$ cat config.mk
export PLATFORM = sky130hd
export DESIGN_NAME = chirp_cmd_sequencer
export DESIGN_NICKNAME = d
export VERILOG_FILES = /design/src/rtl/chirp_cmd_sequencer.sv
export SDC_FILE = /design/constraint.sdc
export NUM_CORES = 1
export LEC_CHECK = 0
export CELL_PAD_IN_SITES_DETAIL_PLACEMENT = 0
export CELL_PAD_IN_SITES_GLOBAL_PLACEMENT = 1
export CORE_ASPECT_RATIO = 1.25
export CORE_UTILIZATION = 45
export CTS_CLUSTER_DIAMETER = 50
export DETAILED_ROUTE_END_ITERATION = 6
export GPL_TIMING_DRIVEN = 0
export PLACE_DENSITY = 0.8
export SETUP_SLACK_MARGIN = 0.2
export SLEW_MARGIN = 20
export SYNTH_ARGS = -nofsm -noshare
export SYNTH_HDL_FRONTEND = slang
export SYNTH_SLANG_ARGS = --single-unit
$ cat constraint.sdc
create_clock -name i_clk -period 5.65 [get_ports i_clk]
set_input_delay 1.13 -clock i_clk [delete_from_list [all_inputs] [get_ports i_clk]]
set_output_delay 1.13 -clock i_clk [all_outputs]
set_load 0.05 [all_outputs]
$ cat src/rtl/chirp_cmd_sequencer.sv
// chirp_cmd_sequencer
//   Command front-end for the chirp generator. It parses framed UART bytes
//   (0xA5, CMD, ARG, DAT, CHK with CHK = CMD ^ ARG ^ DAT) into config-register
//   writes and run/abort/clear commands. It then sequences N back-to-back chirps:
//   it issues a start pulse and waits for the generator's active-low done strobe.
// Ports
//   i_clk, i_rst_n        clock, asynchronous active-low reset
//   i_rx_valid, i_rx_data one-cycle received-byte strobe and byte
//   o_wr_en/addr/data     one-cycle config register write
//   o_start               one-cycle chirp start pulse
//   i_done_n              generator done, active low
//   o_busy                high while a run is in progress
//   o_err                 sticky error; cleared by a valid CLR frame or reset
module chirp_cmd_sequencer #(
    parameter int unsigned ADDR_WIDTH     = 6,
    parameter int unsigned DATA_WIDTH     = 8,
    parameter int unsigned TIMEOUT_CYCLES = 20000,
    parameter int unsigned GAP_CYCLES     = 16
) (
    input  logic                  i_clk,
    input  logic                  i_rst_n,
    input  logic                  i_rx_valid,
    input  logic [7:0]            i_rx_data,
    output logic                  o_wr_en,
    output logic [ADDR_WIDTH-1:0] o_wr_addr,
    output logic [DATA_WIDTH-1:0] o_wr_data,
    output logic                  o_start,
    input  logic                  i_done_n,
    output logic                  o_busy,
    output logic                  o_err
);

    localparam int unsigned TW = $clog2(TIMEOUT_CYCLES + 1);
    localparam int unsigned GW = $clog2(GAP_CYCLES + 1);

    localparam logic [2:0] P_SYNC = 3'd0;
    localparam logic [2:0] P_CMD  = 3'd1;
    localparam logic [2:0] P_ARG  = 3'd2;
    localparam logic [2:0] P_DAT  = 3'd3;
    localparam logic [2:0] P_CHK  = 3'd4;

    localparam logic [1:0] S_IDLE  = 2'd0;
    localparam logic [1:0] S_START = 2'd1;
    localparam logic [1:0] S_WAIT  = 2'd2;
    localparam logic [1:0] S_GAP   = 2'd3;

    localparam logic [7:0] SYNC_BYTE = 8'hA5;
    localparam logic [7:0] CMD_WRITE = 8'h01;
    localparam logic [7:0] CMD_RUN   = 8'h02;
    localparam logic [7:0] CMD_ABORT = 8'h03;
    localparam logic [7:0] CMD_CLR   = 8'h04;

    logic [2:0]            p_state_q, p_state_d;
    logic [TW-1:0]         timer_q, timer_d;
    logic [7:0]            cmd_q, cmd_d;
    logic [ADDR_WIDTH-1:0] arg_q, arg_d;
    logic [7:0]            dat_q, dat_d;
    logic [7:0]            chk_acc_q, chk_acc_d;
    logic                  exec_q, exec_d;
    logic                  chk_ok_q, chk_ok_d;
    logic [1:0]            seq_state_q, seq_state_d;
    logic [7:0]            count_q, count_d;
    logic [GW-1:0]         gap_q, gap_d;
    logic                  err_q, err_d;
    logic                  timeout;

    logic seq_idle, exec_ok, is_write, is_run, is_abort;

    // Frame parser with inter-byte timeout. A completed frame is latched and
    // executed in the following cycle (exec_q).
    always_comb begin
        p_state_d = p_state_q;
        timer_d   = timer_q;
        cmd_d     = cmd_q;
        arg_d     = arg_q;
        dat_d     = dat_q;
        chk_acc_d = chk_acc_q;
        chk_ok_d  = chk_ok_q;
        exec_d    = 1'b0;
        timeout   = 1'b0;
        if (p_state_q != P_SYNC) begin
            timer_d = timer_q + 1'b1;
        end
        if (i_rx_valid) begin
            timer_d = '0;
            case (p_state_q)
                P_SYNC: begin
                    if (i_rx_data == SYNC_BYTE) begin
                        p_state_d = P_CMD;
                    end
                end
                P_CMD: begin
                    cmd_d     = i_rx_data;
                    chk_acc_d = i_rx_data;
                    p_state_d = P_ARG;
                end
                P_ARG: begin
                    arg_d     = i_rx_data[ADDR_WIDTH-1:0];
                    chk_acc_d = chk_acc_q ^ i_rx_data;
                    p_state_d = P_DAT;
                end
                P_DAT: begin
                    dat_d     = i_rx_data;
                    chk_acc_d = chk_acc_q ^ i_rx_data;
                    p_state_d = P_CHK;
                end
                P_CHK: begin
                    chk_ok_d  = (i_rx_data == chk_acc_q);
                    exec_d    = 1'b1;
                    p_state_d = P_SYNC;
                end
                default: p_state_d = P_SYNC;
            endcase
        end else if (p_state_q != P_SYNC && timer_q == TW'(TIMEOUT_CYCLES - 1)) begin
            timeout   = 1'b1;
            timer_d   = '0;
            p_state_d = P_SYNC;
        end
    end

    assign seq_idle = (seq_state_q == S_IDLE);
    assign exec_ok  = exec_q && chk_ok_q;
    assign is_write = exec_ok && (cmd_q == CMD_WRITE);
    assign is_run   = exec_ok && (cmd_q == CMD_RUN);
    assign is_abort = exec_ok && (cmd_q == CMD_ABORT);

    // Sticky error flag.
    always_comb begin
        err_d = err_q;
        if (timeout) begin
            err_d = 1'b1;
        end
        if (exec_q) begin
            if (!chk_ok_q) begin
                err_d = 1'b1;
            end else begin
                case (cmd_q)
                    CMD_WRITE: if (!seq_idle) err_d = 1'b1;
                    CMD_RUN:   if (!seq_idle) err_d = 1'b1;
                    CMD_ABORT: err_d = err_q;
                    CMD_CLR:   err_d = 1'b0;
                    default:   err_d = 1'b1;
                endcase
            end
        end
    end

    // Chirp sequencer.
    always_comb begin
        seq_state_d = seq_state_q;
        count_d     = count_q;
        gap_d       = gap_q;
        case (seq_state_q)
            S_IDLE: begin
                if (is_run && dat_q != 8'd0) begin
                    seq_state_d = S_START;
                    count_d     = dat_q;
                end
            end
            S_START: seq_state_d = S_WAIT;
            S_WAIT: begin
                if (!i_done_n) begin
                    count_d = count_q - 8'd1;
                    if (count_q == 8'd1) begin
                        seq_state_d = S_IDLE;
                    end else begin
                        seq_state_d = S_GAP;
                        gap_d       = '0;
                    end
                end
            end
            S_GAP: begin
                if (gap_q == GW'(GAP_CYCLES - 1)) begin
                    seq_state_d = S_START;
                end else begin
                    gap_d = gap_q + 1'b1;
                end
            end
            default: seq_state_d = S_IDLE;
        endcase
        // Abort overrides everything, including a done sampled this cycle.
        if (is_abort) begin
            seq_state_d = S_IDLE;
            count_d     = 8'd0;
            gap_d       = '0;
        end
    end

    always_ff @(posedge i_clk or negedge i_rst_n) begin
        if (!i_rst_n) begin
            p_state_q   <= P_SYNC;
            timer_q     <= '0;
            cmd_q       <= 8'd0;
            arg_q       <= '0;
            dat_q       <= 8'd0;
            chk_acc_q   <= 8'd0;
            chk_ok_q    <= 1'b0;
            exec_q      <= 1'b0;
            seq_state_q <= S_IDLE;
            count_q     <= 8'd0;
            gap_q       <= '0;
            err_q       <= 1'b0;
        end else begin
            p_state_q   <= p_state_d;
            timer_q     <= timer_d;
            cmd_q       <= cmd_d;
            arg_q       <= arg_d;
            dat_q       <= dat_d;
            chk_acc_q   <= chk_acc_d;
            chk_ok_q    <= chk_ok_d;
            exec_q      <= exec_d;
            seq_state_q <= seq_state_d;
            count_q     <= count_d;
            gap_q       <= gap_d;
            err_q       <= err_d;
        end
    end

    assign o_wr_en   = is_write && seq_idle;
    assign o_wr_addr = arg_q;
    assign o_wr_data = DATA_WIDTH'(dat_q);
    assign o_start   = (seq_state_q == S_START);
    assign o_busy    = !seq_idle;
    assign o_err     = err_q;

endmodule

## After elaboration in Yosys (flattened, before gate mapping)

Cells that the tools add are included.

- Register bits after elaboration: 66
- Logic and storage cells: 99
- Input bits: 12

- Reductions and logical operators: 28
- Eq/ne operators: 23
- $add $sub $neg: 3
- Muxes and demuxes: 32
- Bitwise gates (word level): 1

Operators by type and width:

| operator | number |
|---|---|
| 2-to-1 mux 15 bit | 3 |
| case mux 8 bit (2 select lines) | 2 |
| 2-to-1 mux 8 bit | 3 |
| 2-to-1 mux 5 bit | 4 |
| inequality test 3 bit, second input constant | 6 |
| == test 8 x 1 -> 1 bit, second input constant | 2 |
| == test 8 x 2 -> 1 bit, second input constant | 2 |
| adder 15 x 1 -> 15 bit, second input constant | 1 |
| == test 15 bit, second input constant | 1 |
| case mux 3 bit (4 select lines) | 1 |
| AND reduction 2 bit | 6 |
| nonzero test 3 bit | 4 |
| 2-to-1 mux 2 bit | 5 |
| case mux 5 bit (2 select lines) | 1 |
| 2-to-1 mux 3 bit | 3 |
| == test 8 x 3 -> 1 bit, second input constant | 1 |
| == test 8 bit | 1 |
| == test 8 bit, second input constant | 1 |
| 2-to-1 mux 1 bit | 8 |
| case mux 2 bit (4 select lines) | 1 |
| nonzero test 8 bit | 1 |
| subtractor 8 x 1 -> 8 bit, second input constant | 1 |
| bitwise XOR 8 bit | 1 |
| logical AND 1 bit | 7 |
| 16 further kinds | 21 |

## Longest topological paths before layout

Gate-level depths: netlist of run 1.

- Depth in word-level cells: 9
- Depth in mapped cells: 9
- Depth with buffers taken out: 8

## Worst setup path after synthesis of run 1

No wires, ideal clock.

- Path type: flip-flop to output port
- Start point: register cmd_q[3]
- End point: output port o_wr_en
- Cell stages (with the launch flop): 4
- Slack: 2442 ps
- Arrival time: 2078 ps
- Path through: dfrtp_1 -> nor4_4 -> nand3_1 -> nor3b_1

- Word-level cells in the longest chain between the ends: 3

Ends and longest elaborated chain:

| what | RTL line | text |
|---|---|---|
| start: declaration | 55 | `logic [7:0] cmd_q, cmd_d;` |
| start signal: assignment | 206 | `cmd_q <= cmd_d;` |
| == test 8 x 1 -> 1 bit | 123 | `assign is_write = exec_ok && (cmd_q == CMD_WRITE);` |
| logical AND 1 bit | 123 |  |
| logical AND 1 bit | 219 | `assign o_wr_en = is_write && seq_idle;` |
| end: declaration | 24 | `output logic o_wr_en,` |

No other way between the ends.

## Final worst setup path of run 1

Ends and elaborated chain as after synthesis.

==> results.yml, run 1 <==
status:
  status: "finished, final reports clean"
logic_synthesis:
  syn-num-nets: 377
  synth_area_leaders: "dfrtp_1 46%, mux2_2 7.8%, xor2_1 6.1%, nand2_1 4.7%, ha_1 3.1%"
  yosys_warnings: 0
  syn_inst: 356
  synth_area_per_cell_sq_um: 10.13
  synth_area_sq_um: 3605
  synth_most_common_cell: "dfrtp_1"
  netlist.area_leader.share: 0.4582
  yosysUniqueCellTypes: 55
  ys_async_sr_fraction: 1.000
  yosys.area.top_type: "dfrtp_1"
  netlist_top_cells_count: "66 x dfrtp_1, 45 x nand2_1, 27 x nor2_1"
  seq_area_frac_synth: 0.4582
  synth-seq-cells: 66
  synth_ff_type: "dfrtp_1"
  synth_edf_count: 0
place:
  pre_cts_ws_ns: 2.429
  post_dp_cell_area_sq_um: 4021
  dp_cells: 480
  dpl.hpwl_um: 5421
  place_congestion: 0.7642
  io_buffers: 28
detailed_routing:
  vias: 2771
  antenna_left: 0
  drtPass1Iterations: 4
  viasPerCell: 5.609
  drt-initial-drc-count: 129
  drt_wl_total_um: 7679
  drc: 0
  wire_per_inst_um: 15.54
finish:
  regArea_sq_um: 1652
  final_layout_size_suffix_gt1_frac: 0.1404
  fin_cells: 494
  finish.instance_area_sq_um: 4199
  multi_input_area_sq_um: 1843
  antenna_cells: 0
  final_util: 0.5389
  syn_to_final_growth_pct: 16.49
  fillCellCount: 718
  layout.nets: 417
grt:
  grt_antenna_before_repair: 0
  grt-ovfl-total: 0
  grtUsageTotal: 0.2039
  grt_start_max_net_pins: 36
  grt_pass1_vias: 2677
  grt_pass1_wl_um: 12970
clock_network:
  cts.sink_count: 66
  post_cts_buffers: 0
  cts_root_buf: "clkbuf_8"
  clk_latency_ns: 0.34
  clk_pin_slew_ns: 0.07
  clock_path_buffers: 2
  post_cts_resized: 0
  cts.htree.levels: 3
  cts_tree: "done"
  cts_buffers: 9
  ctsHoldBuffers: 0
sta:
  hold_slack_ns: 0.4972
  grt_setup_unrepaired: "false"
  worstMarginPinSlew_ns: 0.9857
  fin_setup_tns_ns: 0
  setup_ws_ns: 2.066
  period_share: 0.6343
  hold_viol: 0
  drv_slew: 0
  fin_skew_ns: 0.009204
  fmax_ghz: 0.2790
  layout_min_cycle_time_ns: 3.584
  relSlewSlack: 0.3368
  timing.final.setup_violations: 0
die:
  boundaryPins: 30
  coreArea_sq_um: 7792
  num_rows: 36
  die_w_um: 82.05
  dieHeight_um: 102.1
  initial_core_util: 0.4626
  die_area_sq_um: 8374
setup_path:
  crit_chain: "nor4_4 > nand3_1 > nor3b_1 > clkdlybuf4s50_1"
  cp_max_fo: 6
  critPathSlowestCell: "clkdlybuf4s50_1"
  cp-start-kind: "flop"
  crit_arrival_ns: 2.45
  required_ns: 4.52
  end_kind: "output port"
  max_stage_delay_ns: 0.85
  critPathKind: "flop to output port"
flow_run:
  maxCapViolCount: 0
power:
  peakVddDrop_mv: 0.3316
  power.total_mw: 1.959
  p_leak_nw: 1.805
  pwr_density_cell_nw_per_um2: 466.7
min_path:
  hold_class: "flop to flop"
==> worst max-delay path: cells and delay by family (launching register included) <==
family | cells | cell delay, ns
and+or+nand+nor | 3 | 0.85
DFF | 1 | 0.42
buffers and inverters | 1 | 0.85
==> cell usage in the layout (no fill, tap or decap), drive strengths merged, types with 12 or more instances in the layout <==
cell type      count
clkdlybuf4s50     27
nor2              27
inv               14
dfrtp             66
o21ai             12
a21oi             15
mux2              26
xor2              25
clkbuf            16
nand2             45
==> power by group <==
part           leakage, nW  switching, mW  internal [mW]
registers            0.862          0.138          0.620
logic                0.853          0.484          0.351
clock network       0.0903          0.177          0.190
total                 1.81          0.799           1.16
==> registers in the layout (all words and copies together) (netlist names), 2 cells and up <==
| register | flops |
|---|---|
| timer_q | 15 |
| count_q | 8 |
| cmd_q | 8 |
| gap_q | 5 |
| seq_state_q | 2 |
| p_state_q | 3 |
| chk_acc_q | 8 |
| o_wr_data | 8 |
| o_wr_addr | 6 |
==> per-layer routing <==
layer,vias up,wire (um),track usage
met1,1348,3636,0.2846
met2,47,3711,0.3185
li1,1362,-,-
met4,0,146,0.07422
met3,14,185,0.03214
met5,-,0,0
==> logic make-up (layout without fill, tap and decap cells) <==
kind of cell	Yosys count	after routing	share of synthesized area
AND/OR/NAND/NOR	144	144	0.2169
flip-flops	66	66	0.4582
AO/OA/AOI/OAI	54	54	0.1010
multiplexers	31	31	0.09615
XOR/XNOR	26	26	0.06317
buffers and inverters	25	68	0.03054
adder cells (fa/ha/maj)	10	10	0.03402
==> final cells by class <==
| cell class | instances | area share |
|---|---|---|
| Inverter | 14 | 0.01251 |
| Clock inverter | 2 | 0.002980 |
| Buffer | 11 | 0.01371 |
| Timing Repair Buffer | 29 | 0.07092 |
| Tap cell | 95 | 0.02831 |
| Clock buffer | 12 | 0.03933 |
| Sequential cell | 66 | 0.3933 |
| Multi-Input combinational cell | 265 | 0.4389 |
==> worst paths after layout <==
check	endpoint	slack [ns]	cells after the start	startpoint
max	o_wr_en	2.07	4	cmd_q[3]
min	gap_q[4]	0.50	1	gap_q[4]
max reg2reg	gap_q[0]	3.60	8	seq_state_q[0]
min reg2reg	gap_q[4]	0.50	1	gap_q[4]
max in group asynchronous	chk_acc_q[6]	4.39	2	i_rst_n
min in group asynchronous	timer_q[14]	0.73	1	i_rst_n
(Power assumes the default switching activity.)
==> inputs of run 2 (changes only) <==
Settings changed: CORE_UTILIZATION 45 to 41, PLACE_DENSITY 0.8 to 0.77.
Clock period 5.65 ns to 2.9 ns, I/O delays scaled along.
==> results.yml, run 2 (synthesis gave the netlist of run 1 again) <==
status:
  status: "finished, final reports clean"
finish:
  syn_to_final_growth_pct: 17.98
  multi_input_area_sq_um: 1843
  regArea_sq_um: 1652
  largest_register_ffs: 15
  final_cell_mix: "66 x dfrtp_1, 45 x nand2_1, 27 x nor2_1"
  layout.nets: 417
  layout_commonest_cell: "dfrtp_1"
  antenna_cells: 0
  final_layout_size_suffix_gt1_frac: 0.1471
  fillCellCount: 773
  fin_cells: 518
  final_util: 0.5075
  largest_register: "timer_q"
power:
  pwr_density_cell_nw_per_um2: 922.2
  p_sw_frac: 0.4149
  power.total_mw: 3.922
  seq_power_share: 0.377
  p_switching_mw: 1.627
  p_int_mw: 2.295
  peakVddDrop_mv: 0.6461
  combPwrFrac: 0.416
  pwr-share-clk: 0.207
  p_leak_nw: 1.821
sta:
  hold_viol: 0
  worstMarginPinSlew_ns: 0.9249
  fin_skew_ns: 0.01019
  setup_ws_ns: 0.3405
  relSlewSlack: 0.3777
  grt_setup_unrepaired: "false"
  layout_min_cycle_time_ns: 2.559
  drv_slew: 0
  fmax_ghz: 0.3907
  timing.final.setup_violations: 0
  fin_setup_tns_ns: 0
  period_share: 0.8826
detailed_routing:
  wire_per_inst_um: 15.55
  drt-initial-drc-count: 118
  vias: 2758
  drt_wl_total_um: 8054
  antenna_left: 0
  drtPass1Iterations: 4
  drc: 0
  viasPerCell: 5.324
place:
  place_congestion: 0.7906
  pre_cts_ws_ns: 0.2117
  dp_cells: 502
  dpl.hpwl_um: 5612
  io_buffers: 28
grt:
  grt_start_max_net_pins: 47
  grt_pass1_vias: 2718
  grt_pass1_wl_um: 13730
  grt-ovfl-total: 0
  grtUsageTotal: 0.1954
  grt_antenna_before_repair: 0
die:
  coreArea_sq_um: 8379
  boundaryPins: 30
  dieHeight_um: 106.8
  initial_core_util: 0.4302
  num_rows: 37
  die_w_um: 85.87
  die_area_sq_um: 9173
clock_network:
  cts.sink_count: 66
  cts.htree.levels: 3
  clock_path_buffers: 2
  cts_root_buf: "clkbuf_8"
  clk_pin_slew_ns: 0.08
  cts_tree: "done"
  post_cts_buffers: 0
  ctsHoldBuffers: 0
  post_cts_resized: 4
  cts_buffers: 9
  clk_latency_ns: 0.36
setup_path:
  worstRegToRegCells: 8
  rrSetupSlack_ns: 0.86
  critPathKind: "flop to output port"
  end_kind: "output port"
  cp-start-kind: "flop"
  cp_max_fo: 6
  crit_arrival_ns: 1.98
  required_ns: 2.32
flow_run:
  maxCapViolCount: 0
min_path:
  hold_class: "primary input to asynchronous set/reset pin"
## run 2: routing by layer
| layer | share of wire | track usage |
|---|---|---|
| met1 | 0.47 | 0.2560 |
| met2 | 0.48 | 0.3112 |
| met3 | 0.026 | 0.03849 |
| met4 | 0.017 | 0.08810 |
| met5 | 0 | 0 |
## run 2: through the flow
step | hold slack, ns | area (sq um)
after floorplan | 0.2844 | 3605
after global placement | 0.4746 | 4031
after detailed placement | 0.4831 | 4056
after CTS | 0.1075 | 4259
after global routing | 0.1188 | 4253
final | 0.1080 | 4253
## run 2: path summary, 6_finish.rpt
| check | endpoint | from |
|---|---|---|
| max | o_wr_en | cmd_q[3] |
| min | o_wr_addr[3] | i_rst_n |
| max reg2reg | gap_q[0] | seq_state_q[0] |
| min reg2reg | gap_q[4] | gap_q[4] |
| max in group asynchronous | gap_q[2] | i_rst_n |
| min in group i_clk | gap_q[4] | gap_q[4] |
## run 2: layout make-up
class | instances | share of cell area
tap | 117 | 0.03442
sequential | 66 | 0.3883
inverter | 14 | 0.01236
buffer | 11 | 0.01353
clock inverter | 7 | 0.01824
multi-input combinational | 265 | 0.4334
clock buffer | 9 | 0.02913
timing repair buffer | 29 | 0.07061
## run 2: power groups by stage
stage                     registers (mW)  logic (mW)  clock network [mW]
after global routing                1.52        1.80               0.871
after floorplan                     1.69       0.971                   0
final                               1.48        1.63               0.812
after global placement              1.49        1.61                   0
after detailed placement            1.50        1.63                   0
after CTS                           1.48        1.64               0.834
## run 2: critical path, cell delays in order, from the launching register on
cell and delay, ns:
dfrtp_1 0.43, nor4_4 0.40, nand3_1 0.18, nor3b_1 0.29
buf_2 0.32
==> inputs of run 3 (changes only) <==
Settings changed: GPL_TIMING_DRIVEN 0 to default.
==> results.yml, run 3 (synthesis gave the netlist of run 1 again) <==
power:
  peakVddDrop_mv: 0.5181
  p_switching_mw: 1.597
  seq_power_share: 0.386
  pwr-share-clk: 0.205
  p_leak_nw: 1.799
  combPwrFrac: 0.409
  p_int_mw: 2.299
  pwr_density_cell_nw_per_um2: 922.8
  p_sw_frac: 0.4099
place:
  io_buffers: 29
  pre_cts_ws_ns: 0.4493
  place_congestion: 0.7667
  dp_cells: 497
  dpl.hpwl_um: 5236
finish:
  syn_to_final_growth_pct: 17.11
  final_layout_size_suffix_gt1_frac: 0.1465
  fin_cells: 513
  largest_register_ffs: 15
  final_util: 0.5038
  largest_register: "timer_q"
  layout_commonest_cell: "dfrtp_1"
  final_cell_mix: "66 x dfrtp_1, 45 x nand2_1, 27 x nor2_1, 27 x clkdlybuf4s50_1"
  layout.nets: 412
  antenna_cells: 0
grt:
  grtUsageTotal: 0.1869
  grt_start_max_net_pins: 67
  grt-ovfl-total: 0
  grt_pass1_vias: 2714
  grt_antenna_before_repair: 0
  grt_pass1_wl_um: 13350
setup_path:
  rrSetupSlack_ns: 0.69
  cp-start-kind: "flop"
  cp_max_fo: 6
  r2r-start: "timer_q[8]"
  crit_arrival_ns: 1.96
  required_ns: 2.32
  end_kind: "output port"
  crit_path_start: "seq_state_q[0]"
  critPathKind: "flop to output port"
flow_run:
  maxCapViolCount: 0
clock_network:
  cts_root_buf: "clkbuf_8"
  cts.sink_count: 66
  post_cts_resized: 0
  ctsHoldBuffers: 0
  cts.htree.levels: 3
  cts_tree: "done"
  clock_path_buffers: 2
  clk_pin_slew_ns: 0.08
  clk_latency_ns: 0.35
  post_cts_buffers: 0
  cts_buffers: 9
sta:
  hold_viol: 0
  fin_setup_tns_ns: 0
  fmax_ghz: 0.3932
  drv_slew: 0
  relSlewSlack: 0.4302
  setup_ws_ns: 0.3567
  layout_min_cycle_time_ns: 2.543
  timing.final.setup_violations: 0
  period_share: 0.8770
  fin_skew_ns: 0.01161
  worstMarginPinSlew_ns: 0.8547
  grt_setup_unrepaired: "false"
detailed_routing:
  wire_per_inst_um: 14.93
  antenna_left: 0
  vias: 2677
  drt_wl_total_um: 7657
  drtPass1Iterations: 4
  drc: 0
  viasPerCell: 5.218
  drt-initial-drc-count: 153
status:
  status: "finished, final reports clean"
die:
  dieHeight_um: 106.8
  boundaryPins: 30
  num_rows: 37
  coreArea_sq_um: 8379
  die_w_um: 85.87
  initial_core_util: 0.4302
  die_area_sq_um: 9173
min_path:
  hold_class: "primary input to asynchronous set/reset pin"
==> run 3: cell types whose count changed in the layout (fill, tap and decap cells not counted) <==
cell | previous run | this run
buf_4 | 2 | 7
buf_2 | 5 | 1
clkbuf_1 | 4 | 0
buf_1 | 1 | 0
buf_16 | 1 | 0
buf_6 | 1 | 0
clkdlybuf4s50_1 | 26 | 27
clkinv_4 | 2 | 1
clkinvlp_4 | 1 | 2
==> run 3: through the flow <==
step	power [mW]	cell area [sq um]	hold slack, ns
finish	3.896	4222	0.4209
detailed placement	3.127	4021	0.4841
floorplan	2.659	3605	0.2844
CTS	3.940	4222	0.4552
global route	4.170	4222	0.4926
global placement	3.093	4021	0.4769
==> run 3: area by class of cell <==
class,count,area [sq um]
Fill cell,795,4158
Multi-Input combinational cell,265,1843
Sequential cell,66,1652
Timing Repair Buffer,35,327.8
Tap cell,117,146.4
Clock buffer,9,123.9
Clock inverter,7,76.32
Inverter,14,52.55
==> run 3: power groups by stage <==
stage	Sequential, mW	Clock, mW	Combinational [mW]
3_5_place_dp	1.52	0	1.60
5_1_grt	1.55	0.859	1.76
4_1_cts	1.51	0.821	1.61
6_report	1.50	0.798	1.59
3_3_place_gp	1.51	0	1.58
2_1_floorplan	1.69	0	0.971
==> run 3: per-layer routing <==
metal	share of wire	up-vias	track usage	routed length, um
met3	0.031	6	0.04157	241
met1	0.47	1273	0.2492	3619
met5	0	-	0	0
li1	-	1351	-	-
met4	0.0098	0	0.05357	75
met2	0.49	47	0.3044	3721
==> run 3: critical path, cell delays in order, from the launching register on <==
cell             delay, ns
dfrtp_1               0.39
inv_1                 0.10
ha_1                  0.28
inv_1                 0.07
clkdlybuf4s50_1       0.79
==> run 3: final timing paths <==
path / endpoint / depth (start not counted)
setup reg to reg: p_state_q[2] / 5
max in group asynchronous: timer_q[3] / 2
setup / recovery: o_busy / 4
hold / removal: timer_q[10] / 2
hold reg to reg: timer_q[13] / 1
min in group i_clk: timer_q[13] / 1
==> edit, RTL diff (flow settings as in run 2) <==
`GAP_CYCLES`: 16 -> 8.
--- a/src/rtl/chirp_cmd_sequencer.sv
+++ b/src/rtl/chirp_cmd_sequencer.sv
@@ -15,7 +15,7 @@
     parameter int unsigned ADDR_WIDTH     = 6,
     parameter int unsigned DATA_WIDTH     = 8,
     parameter int unsigned TIMEOUT_CYCLES = 20000,
-    parameter int unsigned GAP_CYCLES     = 16
+    parameter int unsigned GAP_CYCLES     = 8
 ) (
     input  logic                  i_clk,
     input  logic                  i_rst_n,
Formal check against the unedited RTL: no difference found for any inputs over 10 cycles, from zero or initial values and one cycle with i_rst_n low; that may be too few to reach the edited logic, so the function may still have changed.
==> edit against run 2 <==
  * The run now ends with DRC left
  * Final area down 1.4%
  * Sequential share of layout area about the same
  * Register-to-register slack worse by 210 ps
  * Wire length down 1.3%
  * Setup slack worse by 77 ps
  * Power down 12%
  * Clock skew down 4.1 ps
  * Synthesized cell count down 0.28%
  * Critical path depth unchanged
  * Die area down 2.3%
  * Sequential cell count down 1
  * Synthesized area down 2.4%
  * Largest cell class unchanged
  * Highest routed layer unchanged
==> edit: results (changes against run 2) <==
metric,value,unit,change
Via Count,2820,,+2.2%
Skew-Pair Late Insertion Delay,340,ps,-20 ps
first-pass GRT wire length,13.3,mm,-3.2%
leakage power,1.72,nW,-5.4%
Fillers,784,,+1.4%
WL per Instance,16.0,um,+2.7%
worst reg2reg endpoint,count_q[4],,
Final #Nets,416,,-0.24%
vias in the first global route,2678,,-1.5%
register area share after synthesis,0.462,,+0.00413
final RePlAce weighted congestion,0.797,,+0.82%
syn nets,375,,-0.53%
r2r worst-path depth,9,,+1
Netlist cell types,57,,+3.6%
maximum vdd ir drop,0.507,mV,-21%
Worst Tran Pin Value,718,ps,-206 ps
"reg-to-reg slack, setup",650,ps,-210 ps
Port Buffers,29,,+3.6%
layout cells sized above 1,0.137,,-0.00998
ranking of synthesized cells by area,"dfrtp_1 46%, mux2_2 7.0%, xor2_1 5.2%",,
status,finished with violations,,
post-synthesis xor/xnor area fraction,0.0672,,+0.00404
drt drc,1,,+1
area post-placement,3960,um2,-2.3%
hpwl dp,5.59,mm,-0.39%
mux share of post-synthesis cell area,0.0875,,-0.00866
failing checks,DRC,,
## edit: changes by cell type after synthesis, sizes merged, moves of 4 or more
cell,delta
buf,-6
clkbuf,+6
inv,-4
mux2,-4
nand2,-7
nand3,+4
nor2,+11
nor4b,-4
o21ai,-4
xnor2,+5
xor2,-4
## edit: kinds of logic after synthesis
family	count (synthesis)
muxes	28
adders and majority gates	8
buffers and inverters	21
xor gates and xnor gates	27
AOI/OAI and AO/OA	52
DFF	65
and+or+nand+nor	154
## edit: layout make-up
class	instances	area [um2]	area share
Buffer	11	42.5	0.0101
Tap cell	97	121	0.0289
Multi-Input combinational cell	269	1830	0.436
Inverter	10	37.5	0.00895
Clock inverter	6	90.1	0.0215
Timing Repair Buffer	30	308	0.0734
Clock buffer	10	138	0.0328
Sequential cell	65	1630	0.388
## edit: critical path, stage by stage, from the launching register on
cell,delay [ps]
dfrtp_1,370
or4b_4,590
or2_4,300
nor4_4,250
buf_6,200
## edit: worst max path at each step
stage          depth (start not counted)           end      from  slack [ps]
2_1_floorplan                          3       o_wr_en  cmd_q[3]         430
3_3_place_gp                           1  o_wr_addr[3]   i_rst_n       -1050
3_5_place_dp                           4       o_wr_en  cmd_q[3]         -80
4_1_cts                                4       o_wr_en  cmd_q[3]         140
5_1_grt                                4       o_wr_en  cmd_q[5]         210
6_report                               4       o_wr_en  cmd_q[4]         260
## edit: power breakdown
group          switching (mW)  internal [mW]  leakage (nW)
sequential              0.193           1.14         0.809
combinational           0.733          0.507         0.800
clock                   0.376          0.510         0.113
total                    1.30           2.16          1.72
## edit: repair_timing
| action | in CTS | in global routing |
|---|---|---|
| setup buffers | 0 | 0 |
| gates resized for setup | 7 | 2 |
| endpoints found under the setup margin | 2 | 1 |
| pin swaps | 0 | 1 |
## edit: per-stage QoR
| step | instances | hold slack [ps] | total power, mW | worst slack (ps) |
|---|---|---|---|---|
| after floorplan | 355 | 284 | 2.21 | 434 |
| after global placement | 481 | 490 | 2.56 | -1050 |
| after detailed placement | 482 | 497 | 2.59 | -79.6 |
| after CTS | 498 | 180 | 3.49 | 139 |
| after global routing | 498 | 196 | 3.65 | 209 |
| final | 498 | 171 | 3.46 | 263 |
## edit: layer usage
metal | vias to the layer above | part of all wire | GRT usage
met2 | 52 | 0.48 | 0.302
met5 | - | 0 | 0
met4 | 0 | 0.013 | 0.0763
met3 | 13 | 0.027 | 0.0313
li1 | 1370 | - | -
met1 | 1385 | 0.48 | 0.263
